[config.mk]
export PLATFORM = sky130hd
export DESIGN_NAME = imem_loader_flat
export DESIGN_NICKNAME = d
export VERILOG_FILES = /design/src/rtl/imem_loader_if.sv /design/src/rtl/imem_loader.sv /design/src/flat_wrapper.sv
export SDC_FILE = /design/constraint.sdc
export NUM_CORES = 1
export LEC_CHECK = 0
export CAP_MARGIN = 15
export CORE_UTILIZATION = 55
export CTS_BUF_LIST = sky130_fd_sc_hd__clkbuf_4 sky130_fd_sc_hd__clkbuf_8
export CTS_CLUSTER_SIZE = 25
export DETAILED_ROUTE_END_ITERATION = 7
export DONT_BUFFER_PORTS = 1
export GPL_TIMING_DRIVEN = 0
export PLACE_DENSITY_LB_ADDON = 0.2
export SYNTH_ARGS = -nofsm -noshare
export SYNTH_HDL_FRONTEND = slang
export SYNTH_SLANG_ARGS = --single-unit
[constraint.sdc]
create_clock -name clk -period 3.5 [get_ports clk]
set_input_delay 0.875 -clock clk [delete_from_list [all_inputs] [get_ports clk]]
set_output_delay 0.875 -clock clk [all_outputs]
set_load 0.02 [all_outputs]
[src/rtl/imem_loader_if.sv]
// imem_loader_if: byte-stream and instruction-memory write bus of the loader.
//
// Signals:
//   byte_valid  producer -> loader  byte_data holds a valid program byte
//   byte_data   producer -> loader  program byte (big-endian within a word)
//   byte_ready  loader -> producer  loader can accept a byte this cycle
//   mem_we      loader -> memory    one-cycle write strobe per word
//   mem_addr    loader -> memory    byte address of the write
//   mem_wdata   loader -> memory    word being written
//
// Handshake: a byte transfers on a rising clk edge where byte_valid and
// byte_ready are both high; byte_valid while byte_ready is low is ignored
// and the producer keeps the byte until it is accepted.
// mem_addr/mem_wdata are only meaningful while mem_we is high.
//
// Modports: master = loader side, slave = producer/memory side.
interface imem_loader_if;
  logic        byte_valid;
  logic [7:0]  byte_data;
  logic        byte_ready;
  logic        mem_we;
  logic [31:0] mem_addr;
  logic [31:0] mem_wdata;

  modport master (
    input  byte_valid, byte_data,
    output byte_ready, mem_we, mem_addr, mem_wdata
  );

  modport slave (
    output byte_valid, byte_data,
    input  byte_ready, mem_we, mem_addr, mem_wdata
  );
endinterface

[src/rtl/imem_loader.sv]
// imem_loader: streams a program into instruction memory before the CPU
// starts fetching. Bytes arrive over a valid/ready handshake, are assembled
// into big-endian 32-bit words and written to consecutive word addresses
// starting at BASE_ADDR. The CPU is held until a zero terminator word has
// been written.
//
// Optional feature macro: IMEM_LOADER_CHECKSUM_EN
//   When defined, a running 32-bit sum of the written non-terminator words is
//   kept; after the terminator four more bytes are received as the expected
//   checksum (not written to memory). Match -> DONE, mismatch -> ERROR with
//   checksum_err set. Without it checksum_err is tied low.
//
// Ports:
//   clk           clock, all state changes on posedge
//   reset         asynchronous, active-high reset
//   start         single-cycle pulse; begins a load from IDLE/DONE/ERROR
//   bus           imem_loader_if.master (byte stream in, memory writes out)
//   cpu_hold      keeps the CPU stalled while high
//   done          load completed successfully
//   error         load aborted (overflow or checksum)
//   checksum_err  checksum mismatch flag
//   word_count    words written in the current load, terminator included
//   dbg_state     current FSM state encoding
module imem_loader #(
  parameter logic [31:0] BASE_ADDR = 32'h00400000,
  parameter int          MAX_WORDS = 4096
) (
  input  logic          clk,
  input  logic          reset,
  input  logic          start,
  imem_loader_if.master bus,
  output logic          cpu_hold,
  output logic          done,
  output logic          error,
  output logic          checksum_err,
  output logic [15:0]   word_count,
  output logic [2:0]    dbg_state
);

  typedef enum logic [2:0] {
    S_IDLE  = 3'd0,
    S_RECV  = 3'd1,
    S_WRITE = 3'd2,
    S_DONE  = 3'd3,
    S_ERROR = 3'd4,
    S_CHECK = 3'd5
  } state_t;

  state_t      state;
  state_t      state_next;

  logic [1:0]  byte_cnt;
  logic [23:0] shift;
  logic [31:0] assembled;
  logic        accept;
  logic        last_byte;
  logic        start_take;
  logic        is_term;
  logic        cap_full;

  // The incoming byte always lands in the low lane; earlier bytes move up,
  // so after four accepts the first byte sits in bits 31:24.
  assign assembled  = {shift, bus.byte_data};
  assign accept     = bus.byte_ready & bus.byte_valid;
  assign last_byte  = accept && (byte_cnt == 2'd3);
  assign start_take = start && ((state == S_IDLE) || (state == S_DONE) ||
                                (state == S_ERROR));
  assign is_term    = (bus.mem_wdata == 32'h0);
  // The word being written would fill the last slot, leaving no room
  // for a terminator.
  assign cap_full   = (({16'h0, word_count} + 32'd1) == 32'(MAX_WORDS));

`ifdef IMEM_LOADER_CHECKSUM_EN
  logic [31:0] sum;
  logic        sum_match;
  assign sum_match = (assembled == sum);
`endif

  // State register
  always_ff @(posedge clk or posedge reset) begin
    if (reset) begin
      state <= S_IDLE;
    end else begin
      state <= state_next;
    end
  end

  // Next-state logic
  always_comb begin
    state_next = state;
    case (state)
      S_IDLE, S_DONE, S_ERROR: begin
        if (start) state_next = S_RECV;
      end
      S_RECV: begin
        if (last_byte) state_next = S_WRITE;
      end
      S_WRITE: begin
        // The terminator takes priority over the capacity check: a
        // terminator in the last slot is a complete program.
        if (is_term) begin
`ifdef IMEM_LOADER_CHECKSUM_EN
          state_next = S_CHECK;
`else
          state_next = S_DONE;
`endif
        end else if (cap_full) begin
          state_next = S_ERROR;
        end else begin
          state_next = S_RECV;
        end
      end
`ifdef IMEM_LOADER_CHECKSUM_EN
      S_CHECK: begin
        if (last_byte) state_next = sum_match ? S_DONE : S_ERROR;
      end
`endif
      default: state_next = S_IDLE;
    endcase
  end

  // Output logic
  always_comb begin
    bus.byte_ready = 1'b0;
    bus.mem_we     = 1'b0;
    cpu_hold       = 1'b1;
    done           = 1'b0;
    error          = 1'b0;
    case (state)
      S_RECV, S_CHECK: bus.byte_ready = 1'b1;
      S_WRITE:         bus.mem_we     = 1'b1;
      S_DONE: begin
        cpu_hold = 1'b0;
        done     = 1'b1;
      end
      S_ERROR:         error          = 1'b1;
      default: ;
    endcase
  end

  assign dbg_state = state;

  // Byte assembly, write address/data capture and word counting. The write
  // bus is registered at the 4th accept so it is stable for the whole WRITE
  // cycle and holds its value afterwards.
  always_ff @(posedge clk or posedge reset) begin
    if (reset) begin
      byte_cnt      <= 2'd0;
      shift         <= 24'h0;
      word_count    <= 16'h0;
      bus.mem_addr  <= 32'h0;
      bus.mem_wdata <= 32'h0;
    end else if (start_take) begin
      byte_cnt   <= 2'd0;
      shift      <= 24'h0;
      word_count <= 16'h0;
    end else begin
      if (accept) begin
        byte_cnt <= byte_cnt + 2'd1;
        shift    <= assembled[23:0];
      end
      if (last_byte && (state == S_RECV)) begin
        bus.mem_wdata <= assembled;
        bus.mem_addr  <= BASE_ADDR + {14'd0, word_count, 2'b00};
      end
      if ((state == S_WRITE) && (word_count != 16'hFFFF)) begin
        word_count <= word_count + 16'd1;
      end
    end
  end

`ifdef IMEM_LOADER_CHECKSUM_EN
  always_ff @(posedge clk or posedge reset) begin
    if (reset) begin
      sum          <= 32'h0;
      checksum_err <= 1'b0;
    end else if (start_take) begin
      sum          <= 32'h0;
      checksum_err <= 1'b0;
    end else begin
      if ((state == S_WRITE) && !is_term) begin
        sum <= sum + bus.mem_wdata;
      end
      if ((state == S_CHECK) && last_byte && !sum_match) begin
        checksum_err <= 1'b1;
      end
    end
  end
`else
  assign checksum_err = 1'b0;
`endif

endmodule

[src/flat_wrapper.sv]
// flat-port wrapper written by rule: the top's interface ports become plain ports
module imem_loader_flat 
#(
  parameter logic [31:0] BASE_ADDR = 32'h00400000,
  parameter int          MAX_WORDS = 4096
)
  (clk, reset, start, cpu_hold, done, error, checksum_err, word_count, dbg_state, bus_byte_valid, bus_byte_data, bus_byte_ready, bus_mem_we, bus_mem_addr, bus_mem_wdata);
  imem_loader_if bus_i ();
  input  logic clk;
  input  logic reset;
  input  logic start;
  output logic cpu_hold;
  output logic done;
  output logic error;
  output logic checksum_err;
  output logic [15:0] word_count;
  output logic [2:0] dbg_state;
  input wire logic [$bits(bus_i.byte_valid)-1:0] bus_byte_valid;
  input wire logic [$bits(bus_i.byte_data)-1:0] bus_byte_data;
  output wire logic [$bits(bus_i.byte_ready)-1:0] bus_byte_ready;
  output wire logic [$bits(bus_i.mem_we)-1:0] bus_mem_we;
  output wire logic [$bits(bus_i.mem_addr)-1:0] bus_mem_addr;
  output wire logic [$bits(bus_i.mem_wdata)-1:0] bus_mem_wdata;
  assign bus_i.byte_valid = bus_byte_valid;
  assign bus_i.byte_data = bus_byte_data;
  assign bus_byte_ready = bus_i.byte_ready;
  assign bus_mem_we = bus_i.mem_we;
  assign bus_mem_addr = bus_i.mem_addr;
  assign bus_mem_wdata = bus_i.mem_wdata;
  imem_loader #(.BASE_ADDR(BASE_ADDR), .MAX_WORDS(MAX_WORDS)) u_core (.clk(clk), .reset(reset), .start(start), .bus(bus_i), .cpu_hold(cpu_hold), .done(done), .error(error), .checksum_err(checksum_err), .word_count(word_count), .dbg_state(dbg_state));
endmodule
==> impl_results.md <==
* Placement Setup Slack at 1.042 ns
* Postcts setup bufs at 0
* Fmax at 402.8 MHz
* Placeable Area at 7727 um^2
* DRT Wirelength at 9.205 mm
* Startpoint Class: register
* Slowest cell on crit path: dfrtp_1
* Worst-path cell chain: nor2b_1 -> nand2_1 -> inv_1
* Inst Count DP at 526
* First-pass GRT wire length at 15.17 mm
* Count of cells resized by post-cts repair at 0
* Post-synth EDFFs at 0
* Synth Flop Type: dfrtp_1
* Global placement routability congestion at 0.8433
* Commonest non-fill, non-tap cell in the layout: dfrtp_1
* Remaining DRCs at 0
* Num CTS Buffers at 9
* Synthesized instance count at 408
* Hold WC Path Type: in2async
* Inserted Diodes at 0
* Most used routing layer: met2
* Initial antenna violation count at 0
* Worst path arrival time at 1.61 ns
* Initial Util at 56.91%
* Hold WS at 0.3640 ns
* CP Capture Type: output port
* Yosys reg bits at 94
* Post-DP Area at 4612 um^2
* Htree depth at 3
* Clock Path Buffers at 2
* Cts hold-fix bufs at 0
* Worst skew pair latency at 0.36 ns
* Lkg Pwr at 2.309 nW
* CTS tree: built
* Core Util, Final at 63.47%
* R2R Path Start: u_core.word_count[0]
* Die H at 91.42 um
* Setup TNS at 0 ns
* I/O pin cnt at 101
* Critical path origin: u_core.dbg_state[1]
* Pwr dens at 789.3 nW/um^2
* Post-Syn Area at 4398 um^2
* Met2 GRT Util at 35.78%
* Post-DR vias/cell at 5.661
* Die area at 8358 um^2
* Largest net degree at the start of global routing at 67
* Fin crit share at 70.93%
* Worst Tran Pin Value at 0.6172 ns
* Synth async-reset ratio at 100.0%
* Row cnt at 32
* Delay-heaviest family, CP: flip-flops
* Routed length per instance at 16.98 um
* Clock sinks at 94
* Status: complete, no violations
* RSZ-0062 raised after global routing: false
* Sw Share at 36.94%
* Clk Tree Root Cell: clkbuf_8
* 1st-iter DRT viols at 169
* Worst Path Buf+Inv at 1
* Max Clock Skew at 0.008912 ns
* Post-synth cell types at 51
* DIE WIDTH at 91.42 um
* Total GRT Usage at 23.40%
* Combinational Power Share at 21.9%
* Share of post-route cells with drive strength above 1 at 24.77%
* Flop pwr share at 52.0%
* Worst R2R Setup Slack at 1.07 ns
* Met1 Use GR at 31.79%
* Met3 Usage GRT at 7.286%
* Final instance area at 4905 um^2
* CP peak stage delay at 0.56 ns
* Port bufs at 0
* Final min period at 2.483 ns
* Final Power at 3.871 mW
* Clock Power Share at 26.1%
* Grt ovf at 0
* Switching power at 1.430 mW
* Dpl hpwl at 6.480 mm
* Antenna viol nets, final at 0
* Drt first pass iters at 4
* Int Power at 2.441 mW
* Final worst slack at 1.017 ns
* Max-slew violations at 0
* Vias in the first global route at 3065
* WS Path Type: reg2out
* Final setup viols at 0
* Layout Cells excl Fill at 542
* Crit-path max FO at 6
* Syn Area/Cell at 10.78 um^2
* Worst rel slew slack at 58.70%
* Ys Warns at 0
* Area Overhead vs Synth at 11.52%
* Leading cell types in the layout, fill and taps excluded: 94 x dfrtp_1, 61 x nand2_1, 43 x mux2_2
* Hold Fails Final Rpt at 0
* Reg clk slew, reported paths at 0.09 ns
* Detailed-route via count at 3068
* Seq/Total Area, Yosys at 53.49%
* Final Net Count at 450
* Number of max-cap violations at 0
* WP data required at 2.62 ns
* Peak supply drop at 0.5157 mV
## layout make-up
cell class | instances | area [um^2]
Clock inverter | 7 | 168.9
Clock buffer | 9 | 123.9
Buffer | 43 | 266.5
Sequential cell | 94 | 2352
Timing Repair Buffer | 1 | 27.53
Tap cell | 102 | 127.6
Fill cell | 627 | 2823
Inverter | 6 | 25.02
Multi-Input combinational cell | 280 | 1813
## worst reg2reg max path, delay by kind of cell, from the launching register on
kind / cells / cell delay, ns
flops: 1 / 0.67
compound gates: 3 / 0.43
fa+ha+maj: 1 / 0.36
simple gates: 3 / 0.64
buf+inv: 1 / 0.23
## logic make-up (layout without fill, tap and decap cells)
| group | after synthesis | in the layout | synth area share, % |
|---|---|---|---|
| AO/OA/AOI/OAI | 76 | 76 | 10.67 |
| multiplexers | 48 | 48 | 12.29 |
| XOR/XNOR | 7 | 7 | 1.394 |
| adder cells (fa/ha/maj) | 3 | 3 | 0.8536 |
| AND/OR/NAND/NOR | 130 | 130 | 14.65 |
| other | 1 | 16 | 0.08527 |
| flip-flops | 94 | 94 | 53.49 |
| buffers and inverters | 49 | 66 | 6.572 |
## metal layers
| layer | share of wire, % | vias up | wire length (um) |
|---|---|---|---|
| met2 | 47 | 113 | 4284 |
| met4 | 1.0 | 0 | 94 |
| li1 | - | 1447 | - |
| met5 | 0 | - | 0 |
| met1 | 45 | 1498 | 4180 |
| met3 | 7.0 | 10 | 646 |
## worst paths after layout
kind | end | depth (start not counted)
setup / recovery | done | 3
hold / removal | u_core.bus.mem_addr[13] | 1
setup reg to reg | u_core.word_count[7] | 8
hold reg to reg | u_core.bus.mem_wdata[28] | 1
max in group asynchronous | u_core.shift[20] | 2
min in group clk | u_core.bus.mem_wdata[28] | 1
## state kept, by name (all words and copies together), names as in the netlist
register	cells
u_core.bus.mem_addr	17
u_core.bus.mem_wdata	32
u_core.byte_cnt	2
u_core.dbg_state	3
u_core.shift	24
u_core.word_count	16
## power by group through the flow
stage,registers [mW],logic (mW),clock network (mW)
global placement,2.02,0.816,0
finish,2.01,0.850,1.01
CTS,2.02,0.857,1.03
global route,2.06,0.956,1.07
floorplan,1.92,0.693,0
detailed placement,2.04,0.851,0
## cells in the mapped netlist (2+ instances only)
cell	instances	area share, %
o211a_1	2	0.46
and3_1	3	0.43
inv_1	6	0.51
o21ai_1	14	1.6
clkbuf_1	5	0.43
ha_1	3	0.85
a31oi_1	2	0.28
xnor2_1	5	1.0
nand2b_1	3	0.43
dfrtp_1	94	53
xor2_1	2	0.40
and2_1	4	0.57
nor2b_1	4	0.57
a21oi_1	31	3.5
o31ai_1	9	1.5
o41ai_1	2	0.40
nor2_1	19	1.6
buf_2	14	1.6
nand3_1	8	0.91
mux2_2	43	11
o21ai_0	6	0.68
mux2_1	5	1.3
nand2_1	61	5.2
nor4_1	8	1.1
buf_4	23	3.9
nand4_1	7	1.0
No activity file was read; power rests on OpenSTA's default activity.
